$ cat src/rtl/sym_frame_sched_if.sv
// sym_frame_sched_if: control, LFSR and symbol-output signals of the frame scheduler
//   master: drives strobe/start/stop/n_frames/lfsr_sym/lfsr_cycle, observes scheduler outputs
//   slave : the scheduler side
interface sym_frame_sched_if;
  logic        sym_clk_en;
  logic        start;
  logic        stop;
  logic [7:0]  n_frames;
  logic [3:0]  lfsr_sym;
  logic        lfsr_cycle;
  logic        lfsr_en;
  logic [3:0]  sym_out;
  logic        sym_valid;
  logic        frame_start;
  logic        payload_active;
  logic        busy;
  logic        done;
  logic [15:0] frame_count;
  logic        lfsr_wrapped;
  modport master (
    output sym_clk_en, start, stop, n_frames, lfsr_sym, lfsr_cycle,
    input  lfsr_en, sym_out, sym_valid, frame_start, payload_active, busy, done, frame_count, lfsr_wrapped
  );
  modport slave (
    input  sym_clk_en, start, stop, n_frames, lfsr_sym, lfsr_cycle,
    output lfsr_en, sym_out, sym_valid, frame_start, payload_active, busy, done, frame_count, lfsr_wrapped
  );
endinterface

$ cat src/rtl/sym_frame_sched.sv
// sym_frame_sched: symbol-rate frame builder (alternating preamble, LFSR payload, constant guard)
//   clk, reset : clock, asynchronous active-high reset
//   bus        : sym_frame_sched_if.slave (strobe, start/stop, n_frames, LFSR in, symbol/status out)
module sym_frame_sched #(
  parameter int         PREAMBLE_LEN = 16,
  parameter int         PAYLOAD_LEN  = 256,
  parameter int         GUARD_LEN    = 4,
  parameter logic [3:0] PRE_A        = 4'h0,
  parameter logic [3:0] PRE_B        = 4'hF,
  parameter logic [3:0] GUARD_SYM    = 4'h0
) (
  input logic clk,
  input logic reset,
  sym_frame_sched_if.slave bus
);
  typedef enum logic [1:0] {IDLE, PREAMBLE, PAYLOAD, GUARD} state_t;
  state_t      state;
  logic [15:0] seg_cnt;
  logic [7:0]  n_lat;
  logic        stop_pend;
  logic [15:0] seg_last;
  logic [3:0]  sym_next;
  logic        last_frame;
  assign bus.lfsr_en = bus.sym_clk_en && state == PAYLOAD;
  always_comb begin
    seg_last = state == PREAMBLE ? 16'(PREAMBLE_LEN - 1) :
               state == PAYLOAD  ? 16'(PAYLOAD_LEN - 1) : 16'(GUARD_LEN - 1);
    sym_next = state == PREAMBLE ? (seg_cnt[0] ? PRE_B : PRE_A) :
               state == PAYLOAD  ? bus.lfsr_sym : GUARD_SYM;
    // a stop arriving on the final guard strobe still ends the burst here
    last_frame = stop_pend || bus.stop || (n_lat != 8'd0 && bus.frame_count + 16'd1 == {8'd0, n_lat});
  end
  always_ff @(posedge clk or posedge reset) begin
    if (reset) begin
      state              <= IDLE;
      seg_cnt            <= '0;
      n_lat              <= '0;
      stop_pend          <= 1'b0;
      bus.sym_out        <= '0;
      bus.sym_valid      <= 1'b0;
      bus.frame_start    <= 1'b0;
      bus.payload_active <= 1'b0;
      bus.busy           <= 1'b0;
      bus.done           <= 1'b0;
      bus.frame_count    <= '0;
      bus.lfsr_wrapped   <= 1'b0;
    end else begin
      bus.sym_valid      <= 1'b0;
      bus.frame_start    <= 1'b0;
      bus.payload_active <= 1'b0;
      bus.done           <= 1'b0;
      // registered from the current state so busy falls one clk after done
      bus.busy           <= state != IDLE;
      if (state == IDLE) begin
        if (bus.start) begin
          state            <= PREAMBLE;
          n_lat            <= bus.n_frames;
          seg_cnt          <= '0;
          stop_pend        <= 1'b0;
          bus.frame_count  <= '0;
          bus.lfsr_wrapped <= 1'b0;
        end
      end else begin
        if (bus.stop) stop_pend <= 1'b1;
        if (bus.lfsr_cycle) bus.lfsr_wrapped <= 1'b1;
        if (bus.sym_clk_en) begin
          bus.sym_valid      <= 1'b1;
          bus.sym_out        <= sym_next;
          bus.frame_start    <= state == PREAMBLE && seg_cnt == 16'd0;
          bus.payload_active <= state == PAYLOAD;
          seg_cnt            <= seg_cnt == seg_last ? 16'd0 : seg_cnt + 16'd1;
          if (seg_cnt == seg_last) begin
            if (state == PREAMBLE) state <= PAYLOAD;
            else if (state == PAYLOAD) state <= GUARD;
            else begin
              bus.frame_count <= bus.frame_count + 16'd1;
              state           <= last_frame ? IDLE : PREAMBLE;
              bus.done        <= last_frame;
            end
          end
        end
      end
    end
  end
endmodule

$ cat src/flat_wrapper.sv
// flat-port wrapper written by rule: the top's interface ports become plain ports
module sym_frame_sched_flat 
#(
  parameter int         PREAMBLE_LEN = 16,
  parameter int         PAYLOAD_LEN  = 256,
  parameter int         GUARD_LEN    = 4,
  parameter logic [3:0] PRE_A        = 4'h0,
  parameter logic [3:0] PRE_B        = 4'hF,
  parameter logic [3:0] GUARD_SYM    = 4'h0
)
  (clk, reset, bus_sym_clk_en, bus_start, bus_stop, bus_n_frames, bus_lfsr_sym, bus_lfsr_cycle, bus_lfsr_en, bus_sym_out, bus_sym_valid, bus_frame_start, bus_payload_active, bus_busy, bus_done, bus_frame_count, bus_lfsr_wrapped);
  sym_frame_sched_if bus_i ();
  input logic clk;
  input logic reset;
  input wire logic [$bits(bus_i.sym_clk_en)-1:0] bus_sym_clk_en;
  input wire logic [$bits(bus_i.start)-1:0] bus_start;
  input wire logic [$bits(bus_i.stop)-1:0] bus_stop;
  input wire logic [$bits(bus_i.n_frames)-1:0] bus_n_frames;
  input wire logic [$bits(bus_i.lfsr_sym)-1:0] bus_lfsr_sym;
  input wire logic [$bits(bus_i.lfsr_cycle)-1:0] bus_lfsr_cycle;
  output wire logic [$bits(bus_i.lfsr_en)-1:0] bus_lfsr_en;
  output wire logic [$bits(bus_i.sym_out)-1:0] bus_sym_out;
  output wire logic [$bits(bus_i.sym_valid)-1:0] bus_sym_valid;
  output wire logic [$bits(bus_i.frame_start)-1:0] bus_frame_start;
  output wire logic [$bits(bus_i.payload_active)-1:0] bus_payload_active;
  output wire logic [$bits(bus_i.busy)-1:0] bus_busy;
  output wire logic [$bits(bus_i.done)-1:0] bus_done;
  output wire logic [$bits(bus_i.frame_count)-1:0] bus_frame_count;
  output wire logic [$bits(bus_i.lfsr_wrapped)-1:0] bus_lfsr_wrapped;
  assign bus_i.sym_clk_en = bus_sym_clk_en;
  assign bus_i.start = bus_start;
  assign bus_i.stop = bus_stop;
  assign bus_i.n_frames = bus_n_frames;
  assign bus_i.lfsr_sym = bus_lfsr_sym;
  assign bus_i.lfsr_cycle = bus_lfsr_cycle;
  assign bus_lfsr_en = bus_i.lfsr_en;
  assign bus_sym_out = bus_i.sym_out;
  assign bus_sym_valid = bus_i.sym_valid;
  assign bus_frame_start = bus_i.frame_start;
  assign bus_payload_active = bus_i.payload_active;
  assign bus_busy = bus_i.busy;
  assign bus_done = bus_i.done;
  assign bus_frame_count = bus_i.frame_count;
  assign bus_lfsr_wrapped = bus_i.lfsr_wrapped;
  sym_frame_sched #(.PREAMBLE_LEN(PREAMBLE_LEN), .PAYLOAD_LEN(PAYLOAD_LEN), .GUARD_LEN(GUARD_LEN), .PRE_A(PRE_A), .PRE_B(PRE_B), .GUARD_SYM(GUARD_SYM)) u_core (.clk(clk), .reset(reset), .bus(bus_i));
endmodule
$ cat config.mk
export PLATFORM = sky130hd
export DESIGN_NAME = sym_frame_sched_flat
export DESIGN_NICKNAME = d
export VERILOG_FILES = /design/src/rtl/sym_frame_sched_if.sv /design/src/rtl/sym_frame_sched.sv /design/src/flat_wrapper.sv
export SDC_FILE = /design/constraint.sdc
export NUM_CORES = 1
export LEC_CHECK = 0
export CORE_AREA = 2 2 106 108
export CTS_BUF_LIST = sky130_fd_sc_hd__clkbuf_2
export DETAILED_ROUTE_END_ITERATION = 10
export DIE_AREA = 0 0 108 110
export GPL_ROUTABILITY_DRIVEN = 1
export PLACE_DENSITY = 0.59
export SLEW_MARGIN = 20
export SYNTH_ARGS = -nofsm -noshare
export SYNTH_HDL_FRONTEND = slang
export SYNTH_SLANG_ARGS = --single-unit
$ cat constraint.sdc
create_clock -name clk -period 2.5 [get_ports clk]
set_clock_uncertainty 0.2 [all_clocks]
set_input_delay 0.5 -clock clk [delete_from_list [all_inputs] [get_ports clk]]
set_output_delay 0.5 -clock clk [all_outputs]
set_load 0.005 [all_outputs]
==> run_results.csv <==
group,metric,value,unit
finish,final_nets,442,
logic_synthesis,synth_top_cell_by_area,"dfrtp_1",
logic_synthesis,synth_edf_count,0,
detailed_routing,wl_met3,420,µm
finish,syn_to_final_growth,44.6,%
logic_synthesis,ys_ff_latch,53,
timing,fin_crit_sh,1.03,
setup_path,critPathArrivalTime,2740,ps
detailed_routing,ant_nets,0,
detailed_routing,vias,2734,
clock_tree,clockRootBuffer,"clkbuf_2",
detailed_routing,top_layer_used,"met4",
logic_synthesis,async_flop_share,1.00,
logic_synthesis,synth.most_common_cell,"dfrtp_1",
logic_synthesis,synth.yosys.warnings,0,
setup_path,end_kind,"register",
clock_tree,ctsHtreeMaxLevel,2,
placement,pre_cts_slack,-165,ps
floorplanning,dieHeight,110,µm
status,status,"complete, but fails checks",
logic_synthesis,ys.flop_type,"dfrtp_1",
detailed_routing,wl_met2,3.75,mm
global_routing,grt_pass1_wl,12.9,mm
global_routing,grt.total_usage,0.137,
detailed_routing,wl_met1,3.83,mm
timing,min_period,2580,ps
logic_synthesis,synth_area_leaders,"dfrtp_1 45%, xor2_1 4.1%, nand2_1 3.8%",
detailed_routing,route.detailed.drc,0,
detailed_routing,viasPerCell,4.89,
pwr,peakVddDrop,0.000383,V
floorplanning,start_util,0.276,
global_routing,antenna_found_initial,0,
status,violations,"setup timing",
logic_synthesis,syn_avg_cell_area,9.33,µm²
clock_tree,clkTransAtPathRegs,310,ps
timing,hold_slack,96.8,ps
pwr,p_leak,1.85,nW
pwr,cellPowerDensity,914,nW/µm²
job,drv_cap,0,
logic_synthesis,syn-num-nets,341,
global_routing,overflow,0,
global_routing,grt_pass1_vias,2631,
placement,hpwl,5.87,mm
floorplanning,core-area,10700,µm²
floorplanning,num_rows,38,
finish,final_util,0.400,
setup_path,reg2reg_from,"u_core.state[1]",
detailed_routing,finalWirelength,8.09,mm
global_routing,grt_max_degree,27,
timing,setup_violations,17,
placement,port_buffers,44,
logic_synthesis,yosysTopAreaCellShare,0.448,
min_path,hp-class,"input pin to async pin",
timing,hold_viol_final,0,
detailed_routing,first_iter_violations,198,
detailed_routing,firstDrtPassIters,4,
timing,tightest_slew,461,ps
finish,final_cell_count_no_fill,559,
placement,routabilityCongestion,0.932,
timing,max_freq,0.388,GHz
logic_synthesis,syn_area,2960,µm²
logic_synthesis,netlist_top_cells_count,"53 x dfrtp_1, 30 x nand2_1, 30 x nor2_1, 16 x nand3_1",
floorplanning,dieArea,11900,µm²
timing,setup_ws,-79.0,ps
timing,slew_headroom,0.692,
placement,place_inst,542,
logic_synthesis,ys_seq_area_frac,0.448,
detailed_routing,wl_per_cell,14.5,µm
floorplanning,die_w,108,µm
timing,tns,-664,ps
timing,rsz0062_at_grt,"true",
setup_path,crit_type,"register to register",
clock_tree,worstSkewPairLatency,470,ps
clock_tree,clkSinkCount,53,
logic_synthesis,synthDistinctLibCells,48,
timing,drv_slew,0,
clock_tree,cts-buffers-inserted,5,
floorplanning,io_pins,45,
setup_path,startpoint,"u_core.state[1]",
clock_tree,cts_tree,"yes",
clock_tree,clockBufferDepth,2,
finish,diodes,0,
setup_path,startpoint_type,"register",
setup_path,crit_fanout,8,
logic_synthesis,postSynthCellCount,317,
finish,drive_above_1_share,0.267,
setup_path,crit_required,2660,ps
logic make-up (layout without fill, tap and decap cells):
kind of cell	after synthesis	after routing	share of synthesized area
compound gates	61	61	0.132
xor+xnor	25	25	0.0740
fa+ha+maj	6	6	0.0254
simple gates	126	126	0.220
buf+inv	30	132	0.0427
flops	53	53	0.448
mux	16	16	0.0580
placed cells by master (no fill, tap or decap), types with 3 or more instances in the layout:
| cell type | netlist | routed |
|---|---|---|
| buf_4 | 0 | 59 |
| dfrtp_1 | 53 | 52 |
| clkdlybuf4s50_1 | 0 | 43 |
| nand2_1 | 30 | 29 |
| nor2_1 | 30 | 28 |
| nand3_1 | 16 | 15 |
| xor2_1 | 14 | 14 |
| a21oi_1 | 15 | 13 |
| inv_1 | 14 | 11 |
| xnor2_1 | 11 | 11 |
| o21ai_0 | 15 | 10 |
| mux2_2 | 9 | 9 |
| nor4_1 | 10 | 8 |
| mux2i_1 | 7 | 7 |
| and3_1 | 7 | 6 |
| o21ai_1 | 4 | 6 |
| and4_1 | 5 | 5 |
| nand4_1 | 5 | 5 |
| clkbuf_2 | 0 | 5 |
| o22ai_1 | 4 | 4 |
| ha_1 | 6 | 4 |
| buf_6 | 1 | 4 |
| and2_1 | 3 | 3 |
| o21ai_2 | 0 | 3 |
| nand2b_1 | 3 | 3 |
| or3_1 | 3 | 3 |
| inv_2 | 0 | 3 |
| nor3_1 | 4 | 3 |
power by group:
| part | switching [mW] | total (mW) | internal, mW | leakage (nW) |
|---|---|---|---|---|
| registers | 0.241 | 1.34 | 1.10 | 0.660 |
| logic | 1.07 | 2.19 | 1.12 | 1.16 |
| clock network | 0.299 | 0.377 | 0.0779 | 0.0335 |
| total | 1.61 | 3.91 | 2.30 | 1.85 |
state kept, by name (all words and copies together), names as in the netlist, 2 cells and up:
signal,cells
u_core.bus.frame_count,16
u_core.seg_cnt,16
u_core.bus.sym_out,4
u_core.n_lat,8
u_core.state,2
metrics by stage:
step                      total power [mW]  area (µm²)
after floorplan                       2.31        2960
after global placement                3.11        3940
after detailed placement              3.15        3940
after CTS                             3.66        4080
after global routing                  4.21        4280
final                                 3.91        4280
per-layer routing:
metal	track usage	vias to the layer above
met5	0	-
met4	0.0430	0
met3	0.0218	8
met2	0.220	82
met1	0.192	1305
li1	-	1339
cell type report:
class / instances / area, µm²
clock buffer: 5 / 25.0
clock inverter: 3 / 26.3
fill: 1058 / 6420
inverter: 14 / 52.6
multi-input combinational: 234 / 1690
sequential: 53 / 1330
tap: 140 / 175
timing repair buffer: 110 / 983
worst paths after layout:
kind / endpoint / slack, ps / cells past startpoint
min in group clk: u_core.stop_pend / 360 / 2
max reg2reg: u_core.bus.frame_count[6] / -80 / 10
max: u_core.bus.frame_count[6] / -80 / 10
min reg2reg: u_core.stop_pend / 360 / 2
max in group asynchronous: u_core.bus.frame_count[2] / 1470 / 3
min: u_core.bus.busy / 100 / 2
critical path: stages (launching register included):
cell and delay [ps]:
dfrtp_1 500, inv_2 80, ha_4 280, and3_4 190, nor2_4 30, or4b_4 530, buf_12 170, buf_6 110
o21a_1 160, o21ai_1 130, o31ai_1 90
timing repair:
| item | in CTS | in global routing |
|---|---|---|
| setup endpoints to repair | 28 | 33 |
| pin swaps | 4 | 23 |
| buffers inserted | 4 | 5 |
| hold buffers | 0 | 0 |
| gates resized for setup | 13 | 40 |
No activity file was read; power rests on OpenSTA's default activity.
